===== src/rtl/uart_tx_pkg.sv =====
// ----------------------------------------------------------------------------
// uart_tx_pkg
//   Shared definitions for the UART hex/raw transmit front end:
//   MODE bit positions, ASCII constants, the nibble-to-ASCII helper and the
//   serializer state encoding.
//   Optional feature macro used by the importing files: UART_TX_PARITY_EN.
// ----------------------------------------------------------------------------
package uart_tx_pkg;

  // MODE input bit positions
  localparam int MODE_RAW_BIT  = 0;  // 1: send DATA[7:0] as one raw byte
  localparam int MODE_CRLF_BIT = 1;  // 1: append CR LF after the data chars

  // ASCII constants
  localparam logic [7:0] ASCII_CR    = 8'h0D;
  localparam logic [7:0] ASCII_LF    = 8'h0A;
  localparam logic [7:0] ASCII_ZERO  = 8'h30;
  localparam logic [7:0] ASCII_A_M10 = 8'h57;  // 'a' - 10, so 10 maps to 'a'

  // Serializer state encoding (kept as plain constants for legacy tools)
  localparam logic [2:0] ST_IDLE   = 3'd0;
  localparam logic [2:0] ST_START  = 3'd1;
  localparam logic [2:0] ST_DATA   = 3'd2;
  localparam logic [2:0] ST_PARITY = 3'd3;
  localparam logic [2:0] ST_STOP   = 3'd4;

  // Lowercase hex digit for one nibble
  function automatic logic [7:0] hex_to_ascii(input logic [3:0] nib);
    if (nib < 4'd10) return ASCII_ZERO + {4'h0, nib};
    else             return ASCII_A_M10 + {4'h0, nib};
  endfunction

endpackage


===== src/rtl/uart_tx_serializer.sv =====
// ----------------------------------------------------------------------------
// uart_tx_serializer
//   Bit serializer for one 8N1/8N2 (or 8E1/8E2) UART frame. A byte is taken
//   on load_i when idle or in the final stop-bit cycle, so back-to-back
//   frames are contiguous. TXD is driven from a flop.
//   Macro UART_TX_PARITY_EN: adds an even-parity bit after data bit 7.
//
//   Ports:
//     clk          in   clock, rising edge
//     rst_n        in   asynchronous active-low reset
//     byte_i       in   byte to send, sampled when load_i is honoured
//     load_i       in   start a new frame with byte_i
//     txd_o        out  serial line, idles high
//     busy_o       out  frame in progress (any state but IDLE)
//     last_cycle_o out  final clock cycle of the final stop bit
// ----------------------------------------------------------------------------
module uart_tx_serializer
  import uart_tx_pkg::*;
#(
  parameter int CLK_DIV   = 33,
  parameter int STOP_BITS = 1
) (
  input  logic       clk,
  input  logic       rst_n,
  input  logic [7:0] byte_i,
  input  logic       load_i,
  output logic       txd_o,
  output logic       busy_o,
  output logic       last_cycle_o
);

  localparam int              DIV_W     = (CLK_DIV > 1) ? $clog2(CLK_DIV) : 1;
  localparam logic [DIV_W-1:0] DIV_LAST = DIV_W'(CLK_DIV - 1);
  localparam logic            STOP_LAST = 1'(STOP_BITS - 1);

  logic [2:0]       state_q, state_d;
  logic [DIV_W-1:0] div_q, div_d;
  logic [2:0]       bit_q, bit_d;
  logic             stop_q, stop_d;
  logic [7:0]       shift_q, shift_d;
  logic             txd_q, txd_d;
`ifdef UART_TX_PARITY_EN
  logic             parity_q, parity_d;
`endif

  logic bit_end;

  assign bit_end      = (div_q == DIV_LAST);
  assign last_cycle_o = (state_q == ST_STOP) && bit_end && (stop_q == STOP_LAST);
  assign busy_o       = (state_q != ST_IDLE);
  assign txd_o        = txd_q;

  // NOTE: every combinational output gets a default before the case so no
  // path leaves it unassigned; otherwise synthesis infers a latch.
  always_comb begin
    state_d  = state_q;
    div_d    = (state_q == ST_IDLE || bit_end) ? '0 : div_q + 1'b1;
    bit_d    = bit_q;
    stop_d   = stop_q;
    shift_d  = shift_q;
`ifdef UART_TX_PARITY_EN
    parity_d = parity_q;
`endif

    case (state_q)
      ST_IDLE: begin
        if (load_i) begin
          state_d  = ST_START;
          shift_d  = byte_i;
`ifdef UART_TX_PARITY_EN
          parity_d = ^byte_i;
`endif
        end
      end
      ST_START: begin
        if (bit_end) begin
          state_d = ST_DATA;
          bit_d   = '0;
        end
      end
      ST_DATA: begin
        if (bit_end) begin
          shift_d = {1'b0, shift_q[7:1]};
          if (bit_q == 3'd7) begin
`ifdef UART_TX_PARITY_EN
            state_d = ST_PARITY;
`else
            state_d = ST_STOP;
`endif
            stop_d  = 1'b0;
          end else begin
            bit_d = bit_q + 3'd1;
          end
        end
      end
`ifdef UART_TX_PARITY_EN
      ST_PARITY: begin
        if (bit_end) state_d = ST_STOP;
      end
`endif
      ST_STOP: begin
        if (bit_end) begin
          if (stop_q == STOP_LAST) begin
            // Chain straight into the next start bit when a byte is waiting
            if (load_i) begin
              state_d  = ST_START;
              shift_d  = byte_i;
`ifdef UART_TX_PARITY_EN
              parity_d = ^byte_i;
`endif
            end else begin
              state_d = ST_IDLE;
            end
          end else begin
            stop_d = 1'b1;
          end
        end
      end
      default: state_d = ST_IDLE;
    endcase

    // Line level follows the next state so TXD comes straight from a flop
    case (state_d)
      ST_START:  txd_d = 1'b0;
      ST_DATA:   txd_d = shift_d[0];
`ifdef UART_TX_PARITY_EN
      ST_PARITY: txd_d = parity_d;
`endif
      default:   txd_d = 1'b1;
    endcase
  end

  // NOTE: sequential state uses non-blocking assignments so every flop
  // samples its input from before the edge, independent of statement order.
  always_ff @(posedge clk or negedge rst_n) begin
    if (!rst_n) begin
      state_q  <= ST_IDLE;
      div_q    <= '0;
      bit_q    <= '0;
      stop_q   <= 1'b0;
      shift_q  <= '0;
      txd_q    <= 1'b1;
`ifdef UART_TX_PARITY_EN
      parity_q <= 1'b0;
`endif
    end else begin
      state_q  <= state_d;
      div_q    <= div_d;
      bit_q    <= bit_d;
      stop_q   <= stop_d;
      shift_q  <= shift_d;
      txd_q    <= txd_d;
`ifdef UART_TX_PARITY_EN
      parity_q <= parity_d;
`endif
    end
  end

endmodule


===== src/rtl/uart_tx_hex_fifo.sv =====
// ----------------------------------------------------------------------------
// uart_tx_hex_fifo
//   UART transmit front end. Each accepted word is expanded into ASCII hex
//   (lowercase, MS nibble first) or a single raw byte, optionally followed by
//   CR LF. Characters go one per cycle into a byte FIFO that feeds the
//   serializer.
//   Macro UART_TX_PARITY_EN: even parity bit in each frame (in serializer).
//
//   Ports:
//     clk      in   clock, rising edge
//     rst_n    in   asynchronous active-low reset
//     data_i   in   word to send (DATA_W bits)
//     we_i     in   write strobe, honoured only while ready_o=1
//     mode_i   in   bit0 raw byte / hex, bit1 append CR LF
//     txd_o    out  serial line, idles high
//     ready_o  out  loader has no pending characters
//     empty_o  out  FIFO empty
//     full_o   out  FIFO full
//     busy_o   out  serializer transmitting a frame
//     level_o  out  FIFO occupancy
// ----------------------------------------------------------------------------
module uart_tx_hex_fifo
  import uart_tx_pkg::*;
#(
  parameter int DATA_W     = 32,
  parameter int CLK_DIV    = 33,
  parameter int FIFO_DEPTH = 16,
  parameter int STOP_BITS  = 1
) (
  input  logic                        clk,
  input  logic                        rst_n,
  input  logic [DATA_W-1:0]           data_i,
  input  logic                        we_i,
  input  logic [1:0]                  mode_i,
  output logic                        txd_o,
  output logic                        ready_o,
  output logic                        empty_o,
  output logic                        full_o,
  output logic                        busy_o,
  output logic [$clog2(FIFO_DEPTH):0] level_o
);

  localparam int NH        = DATA_W / 4;
  localparam int MAX_CHARS = NH + 2;
  localparam int AW        = $clog2(FIFO_DEPTH);
  localparam int LVL_W     = AW + 1;

  // Loader: pending characters, char 0 in the low byte, with a valid mask
  logic [8*MAX_CHARS-1:0] chars_q, chars_d, chars_load;
  logic [MAX_CHARS-1:0]   valid_q, valid_d, valid_load;

  // FIFO
  logic [7:0]       fifo_mem [FIFO_DEPTH];
  logic [AW-1:0]    wr_ptr_q, rd_ptr_q;
  logic [LVL_W-1:0] level_q, level_d;
  logic             full_q, empty_q;

  logic accept, push, pop;
  logic ser_busy, ser_last;

  assign ready_o = ~|valid_q;
  assign accept  = we_i & ready_o;
  // A full FIFO blocks the push even if a pop frees a slot this cycle
  assign push    = valid_q[0] & ~full_q;
  assign pop     = ~empty_q & (~ser_busy | ser_last);

  // Character sequence for the word currently on data_i
  always_comb begin
    chars_load = '0;
    valid_load = '0;
    if (mode_i[MODE_RAW_BIT]) begin
      chars_load[7:0] = data_i[7:0];
      valid_load[0]   = 1'b1;
      if (mode_i[MODE_CRLF_BIT]) begin
        chars_load[15:8]  = ASCII_CR;
        chars_load[23:16] = ASCII_LF;
        valid_load[2:1]   = 2'b11;
      end
    end else begin
      for (int i = 0; i < NH; i++) begin
        chars_load[8*i +: 8] = hex_to_ascii(data_i[4*(NH-1-i) +: 4]);
        valid_load[i]        = 1'b1;
      end
      if (mode_i[MODE_CRLF_BIT]) begin
        chars_load[8*NH +: 8]     = ASCII_CR;
        chars_load[8*(NH+1) +: 8] = ASCII_LF;
        valid_load[NH]            = 1'b1;
        valid_load[NH+1]          = 1'b1;
      end
    end
  end

  // accept and push are exclusive: accept needs an empty mask, push a set bit
  always_comb begin
    chars_d = chars_q;
    valid_d = valid_q;
    if (accept) begin
      chars_d = chars_load;
      valid_d = valid_load;
    end else if (push) begin
      chars_d = chars_q >> 8;
      valid_d = valid_q >> 1;
    end
  end

  always_ff @(posedge clk or negedge rst_n) begin
    if (!rst_n) begin
      chars_q <= '0;
      valid_q <= '0;
    end else begin
      chars_q <= chars_d;
      valid_q <= valid_d;
    end
  end

  // NOTE: the storage array has no reset; entries are only read after being
  // written, and leaving it unreset lets it map onto plain RAM/registers.
  always_ff @(posedge clk) begin
    if (push) fifo_mem[wr_ptr_q] <= chars_q[7:0];
  end

  assign level_d = level_q + LVL_W'(push) - LVL_W'(pop);

  always_ff @(posedge clk or negedge rst_n) begin
    if (!rst_n) begin
      wr_ptr_q <= '0;
      rd_ptr_q <= '0;
      level_q  <= '0;
      full_q   <= 1'b0;
      empty_q  <= 1'b1;
    end else begin
      if (push) wr_ptr_q <= wr_ptr_q + 1'b1;
      if (pop)  rd_ptr_q <= rd_ptr_q + 1'b1;
      level_q <= level_d;
      full_q  <= (level_d == LVL_W'(FIFO_DEPTH));
      empty_q <= (level_d == '0);
    end
  end

  assign level_o = level_q;
  assign full_o  = full_q;
  assign empty_o = empty_q;
  assign busy_o  = ser_busy;

  uart_tx_serializer #(
    .CLK_DIV   (CLK_DIV),
    .STOP_BITS (STOP_BITS)
  ) u_serializer (
    .clk          (clk),
    .rst_n        (rst_n),
    .byte_i       (fifo_mem[rd_ptr_q]),
    .load_i       (pop),
    .txd_o        (txd_o),
    .busy_o       (ser_busy),
    .last_cycle_o (ser_last)
  );

endmodule


===== config.mk =====
export PLATFORM = sky130hd
export DESIGN_NAME = uart_tx_hex_fifo
export DESIGN_NICKNAME = d
export VERILOG_FILES = /design/src/rtl/uart_tx_pkg.sv /design/src/rtl/uart_tx_serializer.sv /design/src/rtl/uart_tx_hex_fifo.sv
export SDC_FILE = /design/constraint.sdc
export NUM_CORES = 1
export LEC_CHECK = 0
export ABC_AREA = 1
export BUFFER_PORTS_ARGS = -buffer_cell sky130_fd_sc_hd__buf_2
export CAP_MARGIN = 30
export CORE_MARGIN = 1
export CORE_UTILIZATION = 25
export DETAILED_ROUTE_END_ITERATION = 8
export HOLD_SLACK_MARGIN = 0.02
export SKIP_LAST_GASP = 1
export SYNTH_ARGS = -nofsm -noshare
export SYNTH_HDL_FRONTEND = slang
export SYNTH_HIERARCHICAL = 1
export SYNTH_SLANG_ARGS = --single-unit

===== constraint.sdc =====
create_clock -name clk -period 6.3 [get_ports clk]
set_input_delay 1.26 -clock clk [delete_from_list [all_inputs] [get_ports clk]]
set_output_delay 1.26 -clock clk [all_outputs]
set_load 0.05 [all_outputs]

After elaboration in Yosys (flattened, before gate mapping)
Memory sizes are Yosys's and may differ from the RTL's. Index checks and enable logic that the tools add are counted.

Magnitude comparators: 8. Reduce and logical (&&, ||, !) cells: 15. Muxes and demuxes: 44. Add/subtract/negate cells: 22. Bitwise operators: 8. Eq/ne operators: 14.

Operator list (count): 80-bit 2-to-1 mux (2); 8-bit 2-to-1 mux (12); 7-bit by 4-bit adder with 8-bit output (first input constant) (8); 6-bit by 4-bit adder with 7-bit output (first input constant) (8); 52-bit 2-to-1 mux (1); 4-bit less-than comparator (second input constant) (8); 3-bit 2-to-1 mux (10); 24-bit 2-to-1 mux (1); 8-bit one-hot mux with 3 select lines (1); 10-bit 2-to-1 mux (2); 12-bit 2-to-1 mux (1); 3-bit one-hot mux with 4 select lines (1); 4-bit AND reduction (3); 10-bit OR reduction (1); 4-bit by 1-bit adder with 4-bit output (second input constant) (2); 2-bit by 1-bit inequality test with 1-bit output (second input constant) (4); 1-bit 2-to-1 mux (7); 7-bit 2-to-1 mux (1); 6-bit by 1-bit adder with 6-bit output (second input constant) (1); 3-bit by 1-bit equality test with 1-bit output (second input constant) (2); 3-bit by 2-bit equality test with 1-bit output (second input constant) (2); 3-bit equality test (second input constant) (2); 6-bit equality test (second input constant) (1); 6-bit 2-to-1 mux (1); 18 further kinds (29).

Flip-flop bits (word level): 127. Memory bits (writable): 128. Word-level logic and storage cells: 126. Memories kept: 1.

Memories: fifo_mem (depth 16, bits a word 8, read ports 1, clocked after Yosys merged registers in 0, write ports 1, RTL line uart_tx_hex_fifo.sv:53) `logic [7:0] fifo_mem [FIFO_DEPTH];`.

Depth between registers and ports, before layout
Depth in word-level cells: 11. Depth in mapped cells: 15. Mapped depth without buffers: 15.

Modules after synthesis
Netlist, hierarchy kept.

Modules (own cells, without submodules): uart_tx_hex_fifo (area an instance 10168.5 um^2, cells each 1118, sequential area each 5921.9 um^2, instances 1); uart_tx_serializer (area an instance 1208.7 um^2, cells each 146, sequential area each 526.8 um^2, instances 1).

Least setup slack after synthesis
No wires, ideal clock.

Path kind: register to register. From: register u_serializer.state_q[1]. To: register empty_q (netlist: empty_o). Stages on the path, launching flop included: 13. Path slack: 3.301 ns. Path buffers: 0. Data arrival time: 2.932 ns. Setup time: 0.067 ns. Period minus slack after synthesis: 2.999 ns. Path through: dfrtp_1 > nor2_2 > nand2_1 > a21oi_1 > ha_1 > inv_1 > ha_1 > inv_1 > fa_1 > o21ai_0 > xor2_1 > inv_1 > nor2_1.

Elaborated cells on any way between the ends: 9.

RTL lines: start, declared (RTL line uart_tx_serializer.sv:36) `logic [2:0] state_q, state_d;`; start signal, assigned (RTL line uart_tx_serializer.sv:147) `state_q <= state_d;`; 3-bit nonzero test (RTL line uart_tx_serializer.sv:50) `assign busy_o = (state_q != ST_IDLE);`; named net busy_o (RTL line uart_tx_hex_fifo.sv:39) `output logic busy_o,`; 1-bit inverter (RTL line uart_tx_hex_fifo.sv:65) `assign pop = ~empty_q & (~ser_busy | ser_last);`; 1-bit OR (RTL line uart_tx_hex_fifo.sv:65); 1-bit AND (RTL line uart_tx_hex_fifo.sv:65); named net pop (RTL line uart_tx_hex_fifo.sv:58) `logic accept, push, pop;`; 5-bit by 1-bit subtractor with 5-bit output (RTL line uart_tx_hex_fifo.sv:122) `assign level_d = level_q + LVL_W'(push) - LVL_W'(pop);`; named net level_d[4] (RTL line uart_tx_hex_fifo.sv:55) `logic [LVL_W-1:0] level_q, level_d;`; 5-bit logical NOT (RTL line uart_tx_hex_fifo.sv:136) `empty_q <= (level_d == '0);`; end signal, assigned (RTL line uart_tx_hex_fifo.sv:136); end, declared (RTL line uart_tx_hex_fifo.sv:56) `logic full_q, empty_q;`.

The timed path passes the listed nets, and every way through them passes these cells. A chain may end at the register's enable or synchronous reset.

Worst setup path after layout
From: register valid_q[4]. To: output port ready_o.

Cells in the longest elaborated chain, start to end: 2.

RTL lines: start, declared (RTL line uart_tx_hex_fifo.sv:50) `logic [MAX_CHARS-1:0] valid_q, valid_d, valid_load;`; start signal, assigned (RTL line uart_tx_hex_fifo.sv:112) `valid_q <= valid_d;`; 10-bit OR reduction (RTL line uart_tx_hex_fifo.sv:61) `assign ready_o = ~|valid_q;`; 1-bit logical NOT (RTL line uart_tx_hex_fifo.sv:61); end, declared (RTL line uart_tx_hex_fifo.sv:36) `output logic ready_o,`.

Every way passes these cells.

==> flow_metrics.env <==
export IMPL_dp_hpwl_mm=17.2
export IMPL_avgViaCountPerCell=4.45
export IMPL_wirelength_mm=26.6
export IMPL_max_freq_ghz=0.317
export IMPL_grt_pass1_wl_mm=43.9
export IMPL_p_switching_uw=1440
export IMPL_synthFlopType="edfxtp_1"
export IMPL_numClockSinks=232
export IMPL_r2r_cells=16
export IMPL_drt_iter0_markers=676
export IMPL_clockPowerShare_pct=30.8
export IMPL_power_density_nw_per_um2=348
export IMPL_hold_class="reg2reg"
export IMPL_num_vias=8457
export IMPL_synth_area_um2=11400
export IMPL_drive_gt1_share_pct=9.95
export IMPL_crit_chain="nor2_2, nand3_2, nor2_1, buf_2"
export IMPL_p_comb_share_pct=20.1
export IMPL_syn_to_final_growth_pct=12.8
export IMPL_io_buffers=46
export IMPL_fin_skew_ns=0.0215
export IMPL_io_pins=47
export IMPL_antenna_found_initial=0
export IMPL_worstPathRequired_ns=5.04
export IMPL_yosys_warnings=6
export IMPL_ys_types=41
export IMPL_start_util_pct=25.6
export IMPL_critical_path_class="reg2out"
export IMPL_async_flop_share_pct=44.8
export IMPL_p_sw_share_pct=32.3
export IMPL_r2r_start="u_serializer/div_q[0]$_DFF_PN0_"
export IMPL_fp_dieW_um=215
export IMPL_grt_max_degree=59
export IMPL_hold_viol=0
export IMPL_ant_nets=0
export IMPL_post_cts_buffers=0
export IMPL_rr_endpoint="full_o$_DFF_PN0_"
export IMPL_cts_buffer_depth=3
export IMPL_cts_tree="done"
export IMPL_startpoint="valid_q[4]$_DFFE_PN0P_"
export IMPL_die_area_um2=46400
export IMPL_wl_per_cell_um=14.0
export IMPL_cap_violations=0
export IMPL_drc_errors=0
export IMPL_clk_pin_slew_ns=0.06
export IMPL_internal_power_uw=3020
export IMPL_tns_ns=0
export IMPL_path_max_fanout=4
export IMPL_arrival_ns=1.89
export IMPL_core_region_area_um2=44500
export IMPL_rsz0062_at_grt="false"
export IMPL_p_leak_uw=0.00568
export IMPL_endpoint="ready_o"
export IMPL_rows=77
export IMPL_grt_overflow=0
export IMPL_yosysSeqAreaShare_pct=56.7
export IMPL_status="completed"
export IMPL_pwr_share_seq_pct=49.2
export IMPL_critical_path_slowest_cell="dfrtp_1"
export IMPL_fin_nets=1349
export IMPL_synthCells=1264
export IMPL_nFillCells=4709
export IMPL_placed_cell_area_um2=12100
export IMPL_cpPeakStageDelay_ns=0.41
export IMPL_ff2ff_setup_slack_ns=3.27
export IMPL_period_needed_ns=3.15
export IMPL_final_cell_area_um2=12800
export IMPL_cts_hold_buffers=0
export IMPL_synth_seq_cells=232
export IMPL_slew_limit_headroom_pct=39.4
export IMPL_h_tree_depth=1
export IMPL_synth_edff_count=128
export IMPL_vdd_drop_max_v=0.000188
export IMPL_cts_buffers=24
export IMPL_syn_area_per_cell_um2=9.00
export IMPL_n_antenna_cell=0
export IMPL_firstDrtPassIters=4
export IMPL_clock_latency_ns=0.53
export IMPL_ctsResizeCount=0
export IMPL_grt_use_total_pct=11.6
export IMPL_cp_end_kind="output port"
export IMPL_layout_commonest_cell="nand2_1"
export IMPL_gp_congestion=0.818
export IMPL_crit_path_start_kind="flip-flop"
export IMPL_clockRootBuffer="clkbuf_16"
export IMPL_tightest_slew_ns=0.908
export IMPL_die_h_um=215
export IMPL_setup_viol=0
export IMPL_drv_slew=0
export IMPL_first_global_vias=8165
export IMPL_final_cell_mix="386 x nand2_1, 128 x edfxtp_1, 122 x inv_1, 122 x nor2_1"
export IMPL_fin_util_pct=28.8
export IMPL_period_share_pct=50.0
export IMPL_syn_nets=1324
## power groups by stage
stage | logic (uW) | registers (uW) | clock network (uW)
after floorplan | 668 | 2180 | 0
after global placement | 872 | 2220 | 0
after detailed placement | 893 | 2230 | 0
after CTS | 899 | 2200 | 1400
after global routing | 1040 | 2230 | 1460
final | 896 | 2200 | 1370
## worst min path at each step
stage | cells after the start | to | startpoint | slack, ns
after CTS | 2 | chars_q[25]$_DFFE_PN0P_ | chars_q[25]$_DFFE_PN0P_ | 0.48
after global routing | 2 | chars_q[27]$_DFFE_PN0P_ | chars_q[27]$_DFFE_PN0P_ | 0.49
final | 2 | chars_q[25]$_DFFE_PN0P_ | chars_q[25]$_DFFE_PN0P_ | 0.48
after detailed placement | 2 | chars_q[25]$_DFFE_PN0P_ | chars_q[25]$_DFFE_PN0P_ | 0.46
after floorplan | 2 | chars_q[65]$_DFFE_PN0P_ | chars_q[65]$_DFFE_PN0P_ | 0.44
after global placement | 2 | chars_q[25]$_DFFE_PN0P_ | chars_q[25]$_DFFE_PN0P_ | 0.46
## kinds of logic after synthesis
logic type      count (synthesis)  share of synthesized area [%]
xor+xnor                       12                          0.924
mux                             5                          0.495
flops                         232                           56.7
fa+ha+maj                      23                           2.60
buf+inv                       184                           7.17
simple gates                  621                           22.7
compound gates                187                           9.40
## sequential cells by signal, indices dropped and copies added, names as in the netlist
register and count:
u_serializer/txd_o 1, wr_ptr_q 4, level_o 5, empty_o 1, rd_ptr_q 4, u_serializer/div_q 6
u_serializer/bit_q 3, u_serializer/shift_q 8, fifo_mem 128, full_o 1, valid_q 9, u_serializer/state_q 3
chars_q 59
## metal layers
layer	wire length, um	vias up	GRT usage (%)	part of all wire [%]
met1	12900	4006	16.7	48
met4	539	0	2.81	2.0
li1	-	4201	-	-
met5	0	-	0	0
met3	1340	39	1.60	5.0
met2	11800	211	18.2	44
## worst max-delay path: cells and delay by family, from the launching register on
family	cells	cell delay [ns]
AND/OR/NAND/NOR	3	0.62
flip-flops	1	0.41
buffers and inverters	1	0.35
## through the flow
step                      instances  power, uW  hold slack, ns  setup slack [ns]
after detailed placement       1855       3120           0.460              3.12
final                          1899       4470           0.480              3.15
after CTS                      1899       4500           0.477              3.14
after global routing           1899       4730           0.493              2.99
after floorplan                1264       2850           0.442              3.30
after global placement         1855       3090           0.459              3.15
## layout make-up
class | count | area (um^2) | area share (%)
clock buffer | 30 | 623 | 4.85
clock inverter | 14 | 124 | 0.965
inverter | 127 | 477 | 3.71
multi-input combinational | 848 | 4110 | 32.0
sequential | 232 | 6450 | 50.3
tap | 592 | 741 | 5.77
timing repair buffer | 56 | 308 | 2.40
## cell usage after synthesis, types with 7 or more instances
| cell | instances | area [um^2] |
|---|---|---|
| a21oi_1 | 34 | 170 |
| buf_2 | 16 | 80.1 |
| buf_6 | 12 | 135 |
| clkbuf_1 | 25 | 93.8 |
| dfrtp_1 | 102 | 2550 |
| edfxtp_1 | 128 | 3840 |
| ha_1 | 22 | 275 |
| inv_1 | 122 | 458 |
| nand2_1 | 386 | 1450 |
| nand3_1 | 67 | 335 |
| nand3_2 | 7 | 70.1 |
| nand4_1 | 11 | 68.8 |
| nor2_1 | 122 | 458 |
| o211ai_1 | 41 | 308 |
| o21ai_0 | 101 | 505 |
| xor2_1 | 11 | 96.3 |
Power figures use the tool's default switching activity.
